### src/rtl/riscv_wb_arb_pkg.sv
// rtl/riscv_wb_arb_pkg.sv - shared widths, entry type and mask helper for the writeback arbiter
`ifndef XLEN
`define XLEN 32
`endif
`ifndef RF_ADDR_W
`define RF_ADDR_W 5
`endif
`ifndef RF_NREGS
`define RF_NREGS 32
`endif

package riscv_wb_arb_pkg;

  localparam int XLEN      = `XLEN;
  localparam int RF_ADDR_W = `RF_ADDR_W;
  localparam int RF_NREGS  = `RF_NREGS;

  typedef logic [RF_ADDR_W-1:0] rf_addr_t;
  typedef logic [XLEN-1:0]      rf_data_t;

  typedef struct packed {
    rf_addr_t rd;
    rf_data_t data;
  } wb_entry_t;

  function automatic logic [RF_NREGS-1:0] rd_onehot(input rf_addr_t rd);
    logic [RF_NREGS-1:0] oh;
    oh     = '0;
    oh[rd] = 1'b1;
    return oh;
  endfunction

endpackage

### src/rtl/riscv_wb_arb_if.sv
// rtl/riscv_wb_arb_if.sv - pipeline/LL writeback inputs and register-file port of the arbiter
interface riscv_wb_arb_if;
  import riscv_wb_arb_pkg::*;

  logic                wb_valid;
  rf_addr_t            wb_rd_addr;
  rf_data_t            wb_rd_data;
  logic                ll_valid;
  logic                ll_ready;
  rf_addr_t            ll_rd_addr;
  rf_data_t            ll_rd_data;
  logic                rf_we;
  rf_addr_t            rf_waddr;
  rf_data_t            rf_wdata;
  logic                wb_stall;
  logic [RF_NREGS-1:0] ll_pend_mask;

  modport master (
    output wb_valid, wb_rd_addr, wb_rd_data,
    output ll_valid, ll_rd_addr, ll_rd_data,
    input  ll_ready,
    input  rf_we, rf_waddr, rf_wdata,
    input  wb_stall, ll_pend_mask
  );

  modport slave (
    input  wb_valid, wb_rd_addr, wb_rd_data,
    input  ll_valid, ll_rd_addr, ll_rd_data,
    output ll_ready,
    output rf_we, rf_waddr, rf_wdata,
    output wb_stall, ll_pend_mask
  );

endinterface

### src/rtl/riscv_wb_fifo.sv
// rtl/riscv_wb_fifo.sv - holding FIFO for LL results with per-entry valid/rd view
module riscv_wb_fifo
  import riscv_wb_arb_pkg::*;
#(
  parameter  int DEPTH = 2,
  localparam int PTR_W = (DEPTH > 1) ? $clog2(DEPTH) : 1,
  localparam int CNT_W = $clog2(DEPTH + 1)
) (
  input  logic             clk,
  input  logic             rst,
  input  logic             push,
  input  wb_entry_t        push_entry,
  input  logic             pop,
  output wb_entry_t        head,
  output logic [CNT_W-1:0] count,
  output logic             full,
  output logic             empty,
  output logic [DEPTH-1:0] ent_vld,
  output rf_addr_t         ent_rd [DEPTH]
);

  wb_entry_t        mem [DEPTH];
  logic [PTR_W-1:0] wr_ptr;
  logic [PTR_W-1:0] rd_ptr;
  logic [DEPTH-1:0] vld_next;
  logic             do_push;
  logic             do_pop;

  assign full    = (count == CNT_W'(DEPTH));
  assign empty   = (count == '0);
  assign do_push = push && !full;
  assign do_pop  = pop && !empty;
  assign head    = mem[rd_ptr];

  // Push and pop never target the same slot: both need 0 < count < DEPTH.
  always_comb begin
    vld_next = ent_vld;
    if (do_pop)
      vld_next[rd_ptr] = 1'b0;
    if (do_push)
      vld_next[wr_ptr] = 1'b1;
  end

  always_comb begin
    for (int i = 0; i < DEPTH; i++)
      ent_rd[i] = mem[i].rd;
  end

  always_ff @(posedge clk) begin
    if (do_push && !rst)
      mem[wr_ptr] <= push_entry;
  end

  always_ff @(posedge clk) begin
    if (rst) begin
      wr_ptr  <= '0;
      rd_ptr  <= '0;
      count   <= '0;
      ent_vld <= '0;
    end else begin
      if (do_push)
        wr_ptr <= wr_ptr + PTR_W'(1);
      if (do_pop)
        rd_ptr <= rd_ptr + PTR_W'(1);
      if (do_push && !do_pop)
        count <= count + CNT_W'(1);
      else if (do_pop && !do_push)
        count <= count - CNT_W'(1);
      ent_vld <= vld_next;
    end
  end

endmodule

### src/rtl/riscv_wb_arb.sv
// rtl/riscv_wb_arb.sv - register-file write port arbiter: pipeline first, LL results buffered and drained
module riscv_wb_arb
  import riscv_wb_arb_pkg::*;
#(
  parameter int DEPTH        = 2,
  parameter int STARVE_LIMIT = 4
) (
  input logic           i_clk,
  input logic           i_rst,
  riscv_wb_arb_if.slave bus
);

  localparam int CNT_W = $clog2(DEPTH + 1);
  localparam int STV_W = $clog2(STARVE_LIMIT + 1);

  wb_entry_t           head;
  logic [CNT_W-1:0]    count;
  logic                full;
  logic                empty;
  logic [DEPTH-1:0]    ent_vld;
  rf_addr_t            ent_rd [DEPTH];

  logic [STV_W-1:0]    starve_q;
  logic [STV_W-1:0]    starve_d;
  logic                stall_q;
  logic                stall_d;

  logic                pw;
  logic                ll_acc;
  logic                ll_nz;
  logic                pop;
  logic                bypass;
  logic                push;
  logic [RF_NREGS-1:0] mask;

  riscv_wb_fifo #(.DEPTH(DEPTH)) u_fifo (
    .clk        (i_clk),
    .rst        (i_rst),
    .push       (push),
    .push_entry ('{rd: bus.ll_rd_addr, data: bus.ll_rd_data}),
    .pop        (pop),
    .head       (head),
    .count      (count),
    .full       (full),
    .empty      (empty),
    .ent_vld    (ent_vld),
    .ent_rd     (ent_rd)
  );

  // Readiness looks only at the start-of-cycle count, so a full FIFO never pops and pushes together.
  assign bus.ll_ready = (count < CNT_W'(DEPTH)) && !i_rst;

  always_comb begin
    pw     = bus.wb_valid && (bus.wb_rd_addr != '0) && !stall_q;
    ll_acc = bus.ll_valid && !full && !i_rst;
    ll_nz  = (bus.ll_rd_addr != '0);
    pop    = !pw && !empty && !i_rst;
    bypass = !pw && empty && ll_acc && ll_nz;
    push   = ll_acc && ll_nz && !bypass;
  end

  always_comb begin
    bus.rf_we    = 1'b0;
    bus.rf_waddr = '0;
    bus.rf_wdata = '0;
    if (!i_rst) begin
      if (pw) begin
        bus.rf_we    = 1'b1;
        bus.rf_waddr = bus.wb_rd_addr;
        bus.rf_wdata = bus.wb_rd_data;
      end else if (!empty) begin
        bus.rf_we    = 1'b1;
        bus.rf_waddr = head.rd;
        bus.rf_wdata = head.data;
      end else if (bypass) begin
        bus.rf_we    = 1'b1;
        bus.rf_waddr = bus.ll_rd_addr;
        bus.rf_wdata = bus.ll_rd_data;
      end
    end
  end

  // The blocked cycle that reaches the limit arms a one-cycle freeze; the freeze cycle always pops.
  always_comb begin
    starve_d = '0;
    stall_d  = 1'b0;
    if (!empty && !pop) begin
      if (starve_q == STV_W'(STARVE_LIMIT - 1))
        stall_d = 1'b1;
      else
        starve_d = starve_q + STV_W'(1);
    end
  end

  always_ff @(posedge i_clk) begin
    if (i_rst) begin
      starve_q <= '0;
      stall_q  <= 1'b0;
    end else begin
      starve_q <= starve_d;
      stall_q  <= stall_d;
    end
  end

  assign bus.wb_stall = stall_q;

  // Built purely from the FIFO's entry flops, so it moves only on the clock edge with the FIFO.
  always_comb begin
    mask = '0;
    for (int i = 0; i < DEPTH; i++) begin
      if (ent_vld[i])
        mask = mask | rd_onehot(ent_rd[i]);
    end
    mask[0] = 1'b0;
  end

  assign bus.ll_pend_mask = mask;

endmodule
### src/flat_wrapper.sv
// flat-port wrapper written by rule: the top's interface ports become plain ports
module riscv_wb_arb_flat import riscv_wb_arb_pkg::*;
#(
  parameter int DEPTH        = 2,
  parameter int STARVE_LIMIT = 4
)
  (i_clk, i_rst, bus_wb_valid, bus_wb_rd_addr, bus_wb_rd_data, bus_ll_valid, bus_ll_rd_addr, bus_ll_rd_data, bus_ll_ready, bus_rf_we, bus_rf_waddr, bus_rf_wdata, bus_wb_stall, bus_ll_pend_mask);
  riscv_wb_arb_if bus_i ();
  input logic i_clk;
  input logic i_rst;
  input wire logic [$bits(bus_i.wb_valid)-1:0] bus_wb_valid;
  input wire logic [$bits(bus_i.wb_rd_addr)-1:0] bus_wb_rd_addr;
  input wire logic [$bits(bus_i.wb_rd_data)-1:0] bus_wb_rd_data;
  input wire logic [$bits(bus_i.ll_valid)-1:0] bus_ll_valid;
  input wire logic [$bits(bus_i.ll_rd_addr)-1:0] bus_ll_rd_addr;
  input wire logic [$bits(bus_i.ll_rd_data)-1:0] bus_ll_rd_data;
  output wire logic [$bits(bus_i.ll_ready)-1:0] bus_ll_ready;
  output wire logic [$bits(bus_i.rf_we)-1:0] bus_rf_we;
  output wire logic [$bits(bus_i.rf_waddr)-1:0] bus_rf_waddr;
  output wire logic [$bits(bus_i.rf_wdata)-1:0] bus_rf_wdata;
  output wire logic [$bits(bus_i.wb_stall)-1:0] bus_wb_stall;
  output wire logic [$bits(bus_i.ll_pend_mask)-1:0] bus_ll_pend_mask;
  assign bus_i.wb_valid = bus_wb_valid;
  assign bus_i.wb_rd_addr = bus_wb_rd_addr;
  assign bus_i.wb_rd_data = bus_wb_rd_data;
  assign bus_i.ll_valid = bus_ll_valid;
  assign bus_i.ll_rd_addr = bus_ll_rd_addr;
  assign bus_i.ll_rd_data = bus_ll_rd_data;
  assign bus_ll_ready = bus_i.ll_ready;
  assign bus_rf_we = bus_i.rf_we;
  assign bus_rf_waddr = bus_i.rf_waddr;
  assign bus_rf_wdata = bus_i.rf_wdata;
  assign bus_wb_stall = bus_i.wb_stall;
  assign bus_ll_pend_mask = bus_i.ll_pend_mask;
  riscv_wb_arb #(.DEPTH(DEPTH), .STARVE_LIMIT(STARVE_LIMIT)) u_core (.i_clk(i_clk), .i_rst(i_rst), .bus(bus_i));
endmodule
### config.mk
export PLATFORM = sky130hd
export DESIGN_NAME = riscv_wb_arb_flat
export DESIGN_NICKNAME = d
export VERILOG_FILES = /design/src/rtl/riscv_wb_arb_pkg.sv /design/src/rtl/riscv_wb_arb_if.sv /design/src/rtl/riscv_wb_fifo.sv /design/src/rtl/riscv_wb_arb.sv /design/src/flat_wrapper.sv
export SDC_FILE = /design/constraint.sdc
export NUM_CORES = 1
export LEC_CHECK = 0
export CAP_MARGIN = 20
export CORE_UTILIZATION = 50
export DETAILED_ROUTE_END_ITERATION = 16
export PLACE_DENSITY = 0.85
export SKIP_LAST_GASP = 1
export SLEW_MARGIN = 40
export SYNTH_ARGS = -nofsm -noshare
export SYNTH_HDL_FRONTEND = slang
export SYNTH_SLANG_ARGS = --single-unit
### constraint.sdc
create_clock -name i_clk -period 4.2 [get_ports i_clk]
set_input_delay 0.42 -clock i_clk [delete_from_list [all_inputs] [get_ports i_clk]]
set_output_delay 0.42 -clock i_clk [all_outputs]
set_load 0.05 [all_outputs]
==> qor.txt <==
Slowest stage delay, CP -> 0.85 ns
LEAKAGE -> 2.07 nW
Drt pass-1 iters -> 5
EDFF count, synth -> 74
Skew-Pair Late Insertion Delay -> 0.36 ns
Crit-path max FO -> 12
Pwr dens -> 352 mW/mm²
Dpl cells -> 647
Core area -> 0.00920 mm²
Headroom to the max-slew limit -> 55.7%
Min Tclk post-route -> 3.65 ns
RSZ-0062 raised after global routing -> false
Setup TNS -> 0 ns
Via/cell ratio -> 5.86
Area grow syn2layout -> 36.2%
Root Driver -> clkbuf_8
Compound-gate portion of the synthesized area -> 15.0%
Largest net degree at the start of global routing -> 50
GRT Residual Overflow -> 0
Critical path launch point type -> primary input
Most frequent cells in the layout -> clkdlybuf4s50_1 (133), nor2_1 (79), edfxtp_1 (74), mux2i_1 (37), o22ai_1 (31)
Post_cts resized -> 0
Critical Path Slowest Stage Cell -> clkdlybuf4s50_1
Residual DRC count -> 0
Async S/R FF share, synth -> 0%
H-tree Lvls -> 3
Commonest non-fill, non-tap cell in the layout -> clkdlybuf4s50_1
Outcome -> finished clean
Critical Path Sink Type -> output pin
Largest family of logic cells by synthesized area -> simple AND/OR/NAND/NOR gates
Clock transition at the registers of the reported paths -> 0.08 ns
Final #Nets -> 628
Final setup viols -> 0
Cell family with most CP delay -> buffers and inverters
Die span in y -> 99.2 µm
Worst EP arrival -> 3.23 ns
Cts bufs inserted -> 9
Share of cells above drive strength 1 -> 18.3%
Vias in the first global route -> 3753
Initial antenna violation count -> 0
Die Wd -> 99.2 µm
Xor-xnor portion of the synthesized cell area -> 0.370%
Critical path buffers and inverters -> 3
Hold Path Class -> flop to flop
MaxCap Viol Count -> 0
Syn Area/Cell -> 11.4 µm²
Cells after Synth -> 413
Worst-path cell chain -> clkdlybuf4s50_1 -> or3_4 -> o311ai_4 -> buf_4 -> nor2_1 -> nor3_2 -> clkdlybuf4s50_1
Sink Count -> 85
Hold path startpoint -> u_core.starve_q[0]
Worst VDD drop -> 0.218 mV
Finished Layout Cells -> 663
Final Wtd Congestion -> 0.848
Post-CTS Setup Inserts -> 0
Die ar. -> 0.00985 mm²
Filler instances -> 667
CTS tree -> yes
Routed WL -> 11.8 mm
R2R Path Start -> u_core.u_fifo.wr_ptr
Total Routing Usage GR -> 24.3%
Netlist cell types -> 44
Final clock skew -> 0.0151 ns
N_diodes -> 0
Seq/Total Area, Yosys -> 51.7%
Crit path launch -> bus_wb_rd_addr[1]
Simple-Gate Fraction of Synth Area -> 20.1%
Starting density of the core -> 51.4%
Tightest Pin Transition -> 0.665 ns
Fmax -> 274 MHz
Ys flop type -> edfxtp_1
Total vias in the final route -> 3888
Setup CP Type -> primary input to output pin
Hold slack final -> 0.436 ns
First-pass GRT wire length -> 18.7 mm
Max Transition Viols Final -> 0
Antenna Nets Post-Route -> 0
Period utilization -> 86.8%
Synth Area in Adders -> 0.794%
Post-Syn Area -> 0.00473 mm²
Mux share of post-synthesis cell area -> 7.83%
Count of final hold-check violations -> 0
Avg WL per Cell -> 17.8 µm
# port buffers -> 148
Drt initial violations -> 211
Synth warn -> 0
Max Buffers Root-to-Sink -> 2
Data required time of the critical path -> 3.78 ns
Count of state elements after synthesis -> 85
Row count -> 35
Most frequent CP cell -> clkdlybuf4s50_1
Mapped Nets -> 494
CTS Hold Bufs -> 0
I/O pins -> 150
Dpl hpwl -> 8.34 mm
[metrics by stage]
stage | power [mW] | worst slack, ns | cell area [µm²] | util, %
2_1_floorplan | 1.49 | 1.36 | 4730 | -
3_3_place_gp | 1.71 | 0.577 | 6210 | 67.6
3_5_place_dp | 1.74 | 0.548 | 6250 | 68.0
4_1_cts | 2.28 | 0.533 | 6440 | 70.0
5_1_grt | 2.36 | 0.470 | 6440 | 70.0
6_report | 2.27 | 0.554 | 6440 | 70.0
[routing by layer]
| metal | vias to the layer above | GRT usage [%] | part of all wire, % |
|---|---|---|---|
| met3 | 13 | 6.32 | 8.6 |
| li1 | 1847 | - | - |
| met4 | 0 | 6.56 | 1.2 |
| met1 | 1836 | 30.1 | 41 |
| met5 | - | 0 | 0 |
| met2 | 192 | 42.3 | 49 |
[where the power goes]
part / switching, mW / internal (mW)
Clock: 0.291 / 0.255
Sequential: 0.0506 / 0.961
Combinational: 0.418 / 0.293
Total: 0.759 / 1.51
[area by class of cell]
cell class | instances | area (µm²) | area share [%]
repair buffers | 157 | 1530 | 23.7
well taps | 111 | 139 | 2.16
inverters | 5 | 18.8 | 0.291
clock buffers | 12 | 156 | 2.43
flip-flops and latches | 85 | 2450 | 38.0
multi-input cells | 289 | 2120 | 32.9
clock inverters | 4 | 30.0 | 0.466
[path summary, 6_finish.rpt]
| path | endpoint | slack [ns] | cells after the start |
|---|---|---|---|
| hold reg to reg | u_core.starve_q[0] | 0.44 | 1 |
| hold / removal | u_core.starve_q[0] | 0.44 | 1 |
| setup reg to reg | u_core.u_fifo.mem[0][16] | 1.99 | 5 |
| setup / recovery | bus_rf_wdata[20] | 0.55 | 7 |
[cells in the mapped netlist, drive strengths merged (2+ instances only)]
cell type	n	share of area, %
a211oi	37	8.0
a21oi	5	0.53
and2	2	0.26
buf	17	2.4
clkbuf	17	1.3
dfxtp	11	4.7
edfxtp	74	47
ha	3	0.79
inv	5	0.40
mux2i	37	7.8
nand2	5	0.40
nand3	4	0.42
nand3b	11	1.7
nor2	80	6.4
nor2b	2	0.26
nor3	40	7.4
nor4	2	0.40
o21ai	2	0.21
o22ai	31	4.1
or3	5	0.77
or3b	7	1.3
xor2	2	0.37
[cell families after synthesis]
kind of cell | Yosys count
AOI/OAI and AO/OA | 85
xor gates and xnor gates | 2
adders and majority gates | 3
buffers and inverters | 39
DFF | 85
muxes | 37
other | 1
and+or+nand+nor | 161
[registers in the layout, summed over array words and instances, names as in the netlist, named ones only]
register and count:
u_core.u_fifo.mem 74, u_core.u_fifo.count 2, u_core.bus.wb_stall 1, u_core.starve_q 3, u_core.u_fifo.rd_ptr 1, u_core.u_fifo.ent_vld 2, u_core.u_fifo.wr_ptr 1
(Power assumes the default switching activity.)
